==> config.mk <==
export PLATFORM = sky130hd
export DESIGN_NAME = fm_discriminator_axis
export DESIGN_NICKNAME = d
export VERILOG_FILES = /design/src/rtl/fm_demod_pkg.sv /design/src/rtl/axis_out_reg.sv /design/src/rtl/fm_discriminator_axis.sv
export SDC_FILE = /design/constraint.sdc
export NUM_CORES = 1
export LEC_CHECK = 0
export ABC_CLOCK_PERIOD_IN_PS = 14700
export CAP_MARGIN = 20
export CORE_ASPECT_RATIO = 1.1
export CORE_UTILIZATION = 35
export DETAILED_ROUTE_END_ITERATION = 10
export PLACE_DENSITY = 0.53
export SLEW_MARGIN = 20
export SYNTH_ARGS = -nofsm -noshare
export SYNTH_HDL_FRONTEND = slang
export SYNTH_SLANG_ARGS = --single-unit
==> constraint.sdc <==
create_clock -name s00_axis_aclk -period 14.7 [get_ports s00_axis_aclk]
set_input_delay 1.47 -clock s00_axis_aclk [delete_from_list [all_inputs] [get_ports s00_axis_aclk]]
set_output_delay 1.47 -clock s00_axis_aclk [all_outputs]
set_load 0.01 [all_outputs]
==> src/rtl/fm_demod_pkg.sv <==
`default_nettype none
//==============================================================================
// fm_demod_pkg - shared state type and wrap/saturate helpers | rev 1.0
//==============================================================================
package fm_demod_pkg;

  localparam int unsigned ANGLE_W_DEF = 16;
  localparam int unsigned ACC_W       = ANGLE_W_DEF + 8;
  // Helpers compute at a fixed width wide enough for any legal ANGLE_W/OUT_W.
  localparam int unsigned CALC_W      = 48;

  typedef enum logic [0:0] {
    PRIME = 1'b0,
    RUN   = 1'b1
  } state_e;

  typedef struct packed {
    logic signed [CALC_W-1:0] val;
    logic                     clamp;
  } sat_t;

  function automatic logic signed [CALC_W-1:0] wrap_diff(
    input logic [CALC_W-1:0] angle,
    input logic [CALC_W-1:0] prev,
    input int unsigned       w
  );
    logic        [CALC_W-1:0] raw;
    logic signed [CALC_W-1:0] aligned;
    raw     = angle - prev;
    aligned = $signed(raw << (CALC_W - w));
    return aligned >>> (CALC_W - w);
  endfunction

  function automatic sat_t sat_shift(
    input logic signed [CALC_W-1:0] acc,
    input int unsigned              shift,
    input int unsigned              out_w
  );
    logic signed [CALC_W-1:0] shifted;
    logic signed [CALC_W-1:0] hi;
    logic signed [CALC_W-1:0] lo;
    sat_t                     res;
    shifted   = acc >>> shift;
    hi        = $signed((CALC_W'(1) << (out_w - 1)) - CALC_W'(1));
    lo        = ~hi;
    res.clamp = 1'b1;
    if (shifted > hi) begin
      res.val = hi;
    end else if (shifted < lo) begin
      res.val = lo;
    end else begin
      res.val   = shifted;
      res.clamp = 1'b0;
    end
    return res;
  endfunction

endpackage
`default_nettype wire

==> src/rtl/axis_out_reg.sv <==
`default_nettype none
//==============================================================================
// axis_out_reg - single-stage AXI-Stream output register, full throughput | rev 1.0
//==============================================================================
module axis_out_reg #(
  parameter int unsigned DATA_W = 32
) (
  input  logic                clk_i,
  input  logic                rst_ni,
  input  logic                s_valid_i,
  output logic                s_ready_o,
  input  logic [DATA_W-1:0]   s_data_i,
  input  logic                s_last_i,
  output logic                m_valid_o,
  input  logic                m_ready_i,
  output logic [DATA_W-1:0]   m_data_o,
  output logic [DATA_W/8-1:0] m_strb_o,
  output logic                m_last_o
);

  logic                valid_q;
  logic [DATA_W-1:0]   data_q;
  logic [DATA_W/8-1:0] strb_q;
  logic                last_q;

  assign s_ready_o = ~valid_q | m_ready_i;

  // A load in the same cycle as the downstream handshake replaces the beat.
  always_ff @(posedge clk_i or negedge rst_ni) begin
    if (!rst_ni) begin
      valid_q <= 1'b0;
      data_q  <= '0;
      strb_q  <= '0;
      last_q  <= 1'b0;
    end else if (s_valid_i && s_ready_o) begin
      valid_q <= 1'b1;
      data_q  <= s_data_i;
      strb_q  <= '1;
      last_q  <= s_last_i;
    end else if (m_ready_i) begin
      valid_q <= 1'b0;
    end
  end

  assign m_valid_o = valid_q;
  assign m_data_o  = data_q;
  assign m_strb_o  = strb_q;
  assign m_last_o  = last_q;

endmodule
`default_nettype wire

==> src/rtl/fm_discriminator_axis.sv <==
`default_nettype none
//==============================================================================
// fm_discriminator_axis - wrap-correct phase differentiator with I&D decimation | rev 1.0
//==============================================================================
module fm_discriminator_axis
  import fm_demod_pkg::*;
#(
  parameter int unsigned C_S00_AXIS_TDATA_WIDTH = 32,
  parameter int unsigned C_M00_AXIS_TDATA_WIDTH = 32,
  parameter int unsigned ANGLE_W                = ANGLE_W_DEF,
  parameter int unsigned DECIM                  = 1,
  parameter int unsigned SHIFT                  = 1,
  parameter int unsigned OUT_W                  = 16
) (
  input  logic                                  s00_axis_aclk,
  input  logic                                  s00_axis_aresetn,
  input  logic                                  s00_axis_tvalid,
  output logic                                  s00_axis_tready,
  input  logic [C_S00_AXIS_TDATA_WIDTH-1:0]     s00_axis_tdata,
  input  logic [C_S00_AXIS_TDATA_WIDTH/8-1:0]   s00_axis_tstrb,
  input  logic                                  s00_axis_tlast,
  output logic                                  m00_axis_tvalid,
  input  logic                                  m00_axis_tready,
  output logic [C_M00_AXIS_TDATA_WIDTH-1:0]     m00_axis_tdata,
  output logic [C_M00_AXIS_TDATA_WIDTH/8-1:0]   m00_axis_tstrb,
  output logic                                  m00_axis_tlast,
  output logic                                  sat_pulse
);

  localparam int unsigned SUM_W = ANGLE_W + 8;
  localparam int unsigned CNT_W = 9;

  state_e                             state_q;
  logic        [ANGLE_W-1:0]          prev_q;
  logic signed [SUM_W-1:0]            acc_q;
  logic        [CNT_W-1:0]            count_q;
  logic                               sat_q;

  logic        [ANGLE_W-1:0]          angle;
  logic signed [ANGLE_W-1:0]          diff;
  logic signed [SUM_W-1:0]            sum;
  sat_t                               sat_res;
  logic                               accept;
  logic                               last_chunk;
  logic                               emit;
  logic                               clamp;
  logic        [C_M00_AXIS_TDATA_WIDTH-1:0] emit_data;
  logic                               unused_sink;

  assign angle      = s00_axis_tdata[C_S00_AXIS_TDATA_WIDTH-1 -: ANGLE_W];
  assign diff       = ANGLE_W'(wrap_diff(CALC_W'(angle), CALC_W'(prev_q), ANGLE_W));
  assign sum        = acc_q + SUM_W'(diff);
  assign sat_res    = sat_shift(CALC_W'(sum), SHIFT, OUT_W);
  assign accept     = s00_axis_tvalid && s00_axis_tready;
  assign last_chunk = (count_q == CNT_W'(DECIM - 1));
  assign emit       = accept && ((state_q == PRIME) ? s00_axis_tlast
                                                    : (s00_axis_tlast || last_chunk));
  // A one-beat packet has no difference to report, so it carries a zero.
  assign emit_data  = (state_q == PRIME) ? '0 : C_M00_AXIS_TDATA_WIDTH'($signed(sat_res.val));
  assign clamp      = (state_q == RUN) && sat_res.clamp;
  assign unused_sink = ^{s00_axis_tstrb, s00_axis_tdata, sat_res.val, sat_res.clamp};

  always_ff @(posedge s00_axis_aclk or negedge s00_axis_aresetn) begin
    if (!s00_axis_aresetn) begin
      state_q <= PRIME;
      prev_q  <= '0;
      acc_q   <= '0;
      count_q <= '0;
      sat_q   <= 1'b0;
    end else begin
      sat_q <= emit && clamp;
      if (accept) begin
        prev_q <= angle;
        if (state_q == PRIME) begin
          acc_q   <= '0;
          count_q <= '0;
          if (!s00_axis_tlast) state_q <= RUN;
        end else if (emit) begin
          acc_q   <= '0;
          count_q <= '0;
          if (s00_axis_tlast) state_q <= PRIME;
        end else begin
          acc_q   <= sum;
          count_q <= count_q + CNT_W'(1);
        end
      end
    end
  end

  axis_out_reg #(
    .DATA_W (C_M00_AXIS_TDATA_WIDTH)
  ) u_out (
    .clk_i     (s00_axis_aclk),
    .rst_ni    (s00_axis_aresetn),
    .s_valid_i (emit),
    .s_ready_o (s00_axis_tready),
    .s_data_i  (emit_data),
    .s_last_i  (s00_axis_tlast),
    .m_valid_o (m00_axis_tvalid),
    .m_ready_i (m00_axis_tready),
    .m_data_o  (m00_axis_tdata),
    .m_strb_o  (m00_axis_tstrb),
    .m_last_o  (m00_axis_tlast)
  );

  assign sat_pulse = sat_q;

endmodule
`default_nettype wire

==> summary.md <==
| Metric | Value |
|---|---|
| Max-Cap Viols | 0 |
| Internal power | 0.564 mW |
| Async S/R FF share, synth | 1.00 |
| Core area | between 0.01 and 0.015 mm² |
| CP Launch Type | primary input |
| Setup TNS | 0 ns |
| Remaining antenna violation count after routing | 0 |
| DR vias | between 4,000 and 5,000 |
| GR Overflow Total | 0 |
| Placed wire-length estimate | ~8.3 mm |
| Vias in the first global route | between 4,000 and 5,000 |
| Port buffer count | 60 |
| Dpl cell area | roughly 0.0058 mm² |
| H-Tree Depth | 3 |
| CTS tree | done |
| Sw Share | 0.363 |
| WP depth | 27 |
| Most frequent cells in the layout | dfrtp_1, clkdlybuf4s50_1, nand2_1 |
| Max transition margin | 0.298 |
| Worst-path clk slew | around 0.060 ns |
| DRT Pass-1 Iters | 4 |
| CTS max path bufs | 2 |
| Seq pwr share | 0.308 |
| Skew-Pair Late Insertion Delay | approximately 0.34 ns |
| Share of power burned in combinational logic | 0.435 |
| Commonest non-fill, non-tap cell in the layout | dfrtp_1 |
| Crit path kind | in2reg |
| Reg2reg start | prev_q[0] |
| Reg-to-Reg End | u_out.m_data_o[13] |
| Slack of the worst reg-to-reg path | about 7.5 ns |
| Via-per-instance ratio | between 5 and 6 |
| Seq/Total Area, Yosys | 0.373 |
| Critical Path End Type | flop |
| Nets | between 600 and 700 |
| Hold Buf Count CTS | 0 |
| DIE WIDTH | between 100 and 150 µm |
| Hold slack | ~0.49 ns |
| Slew @ Worst Pin | 1.05 ns |
| Largest net degree at the start of global routing | 78 |
| Die height | 129 µm |
| # DRC | 0 |
| Fin crit share | 0.574 |
| CP top delay family | compound AO/OA/AOI/OAI gates |
| CP max stage cell | nor2_1 |
| # diodes | 0 |
| Req. time, crit path | 14.98 ns |
| P per Cell Area | around 140 mW/mm² |
| CP Capture Point | u_out.m_data_o[13] |
| Library cells used by synthesis | between 70 and 80 |
| CTS buffer count | 9 |
| Setup Viol. Count Final | 0 |
| Worst path bufs/invs | 4 |
| Synthesized area | ~0.0052 mm² |
| Synth Register Bits | 77 |
| CP arrival | between 8 and 9 ns |
| Layout cells sized above 1 | 0.0780 |
| Final slew viol count | 0 |
| Fin util | 0.425 |
| PostCTS Resize Cnt | 0 |
| Top_reg_cell synth | dfrtp_1 |
| # clock sinks | 77 |
| Fmax | about 120 MHz |
| Post-synthesis net count | about 630 |
| FP Rows | 46 |
| Clk root buf | clkbuf_16 |
| I/O pin cnt | 81 |
| Hold Vio Cnt, Final | 0 |
| Leakage | ~2.8 nW |
| Initial Util | 0.358 |
| Tot Pwr | a little under 0.9 mW |
| Post-DR wirelength/cell | roughly 15 µm |
| Max VDD drop | roughly 0.000066 V |
| Post-Syn Instances | between 500 and 600 |
| Gr usage total | 0.165 |
| Most used cell, CP | ha_1 |
| Setup Buffers After CTS | 0 |
| Tmin final | 8.43 ns |
| GP Congestion | between 0.8 and 0.9 |
| Synth Area per Inst | around 9.6 µm² |
| Critical Path Max Stage Delay | 0.81 ns |
| Full die area | roughly 0.015 mm² |
| Design area | 0.00614 mm² |
| Setup crit start | s00_axis_tdata[16] |
| YS warnings | 0 |
| Worst-path fanout max | 12 |
| Initial antenna violation count | 0 |
| Unrepaired setup endpoints after global routing | no |
| First-pass GRT wire length | ~20 mm |
| Status | complete, no violations |
| Synthesis-to-finish area growth | 18.8% |
| EDFF count, synth | 0 |
| DR iter-0 viols | approximately 160 |
| Drt total wl | roughly 12 mm |
| Worst r2r path cells | 25 |
| Clock share of power | 0.257 |
| Net switching power | ~0.32 mW |
| Setup Skew | 0.00632 ns |
| Hold crit path type | reg2reg |
through the flow:
stage	worst slack [ns]	cells
after global placement	5.92	765
after detailed placement	5.89	766
final	6.27	782
after global routing	5.66	782
after floorplan	7.70	541
after CTS	6.23	782
how the worst min path moves through the flow:
stage | cells past startpoint | endpoint | slack (ns) | startpoint
floorplan | 2 | acc_q[21] | 0.46 | acc_q[21]
global placement | 1 | u_out.m_data_o[2] | 0.47 | u_out.m_data_o[2]
detailed placement | 1 | u_out.m_data_o[1] | 0.48 | u_out.m_data_o[1]
CTS | 1 | u_out.m_data_o[1] | 0.49 | u_out.m_data_o[1]
global route | 1 | u_out.m_data_o[1] | 0.51 | u_out.m_data_o[1]
finish | 1 | u_out.m_data_o[1] | 0.49 | u_out.m_data_o[1]
cell families after synthesis:
group / Yosys count / share of synthesized area
buffers and inverters: 62 / 0.0608
adders and majority gates: 49 / 0.122
muxes: 3 / 0.00605
xor gates and xnor gates: 31 / 0.0584
AOI/OAI and AO/OA: 174 / 0.248
and+or+nand+nor: 145 / 0.132
DFF: 77 / 0.373
final cells by class:
type	count	area, µm²
flip-flops and latches	77	1930
multi-input cells	402	2930
repair buffers	62	621
clock buffers	10	239
fillers	1412	8310
clock inverters	6	61.3
inverters	33	124
well taps	192	240
Yosys cell counts, drive strengths merged, types with 3 or more instances:
master / n / share of area
a21boi: 4 / 0.0058
a21o: 4 / 0.0061
a221o: 12 / 0.023
a211oi: 4 / 0.0077
a21oi: 33 / 0.034
nand2b: 10 / 0.012
xnor2: 19 / 0.034
nand4: 5 / 0.0061
buf: 15 / 0.023
o21a: 7 / 0.010
nor2: 43 / 0.032
or3: 5 / 0.0063
inv: 33 / 0.024
nor3: 6 / 0.0058
nand2: 54 / 0.040
a22o: 28 / 0.048
ha: 47 / 0.11
xor2: 11 / 0.020
o31ai: 5 / 0.0073
clkbuf: 14 / 0.014
dfrtp: 77 / 0.37
a211o: 4 / 0.0068
and3: 3 / 0.0036
o21ai: 49 / 0.050
nand3: 7 / 0.0068
o211ai: 4 / 0.0058
state kept, by name, indices dropped and copies added (netlist names):
name             flops
acc_q               24
count_q              9
prev_q              16
sat_pulse            1
state_q              1
u_out.m_data_o      23
u_out.m_last_o       1
u_out.m_strb_o       1
u_out.m_valid_o      1
per-layer routing:
| metal | track usage | part of all wire | wire length (µm) | vias to the layer above |
|---|---|---|---|---|
| li1 | - | - | - | 2042 |
| met1 | 0.214 | 0.48 | 5650 | 1906 |
| met2 | 0.268 | 0.46 | 5390 | 66 |
| met3 | 0.0304 | 0.034 | 401 | 19 |
| met4 | 0.0777 | 0.022 | 257 | 0 |
| met5 | 0 | 0 | 0 | - |
power by group through the flow:
stage	logic (mW)	registers [mW]	clock network, mW
6_report	0.385	0.273	0.227
4_1_cts	0.389	0.273	0.235
5_1_grt	0.426	0.278	0.244
3_5_place_dp	0.384	0.276	0
3_3_place_gp	0.380	0.277	0
2_1_floorplan	0.243	0.287	0
Note: power is estimated with default switching activity, not from simulation.
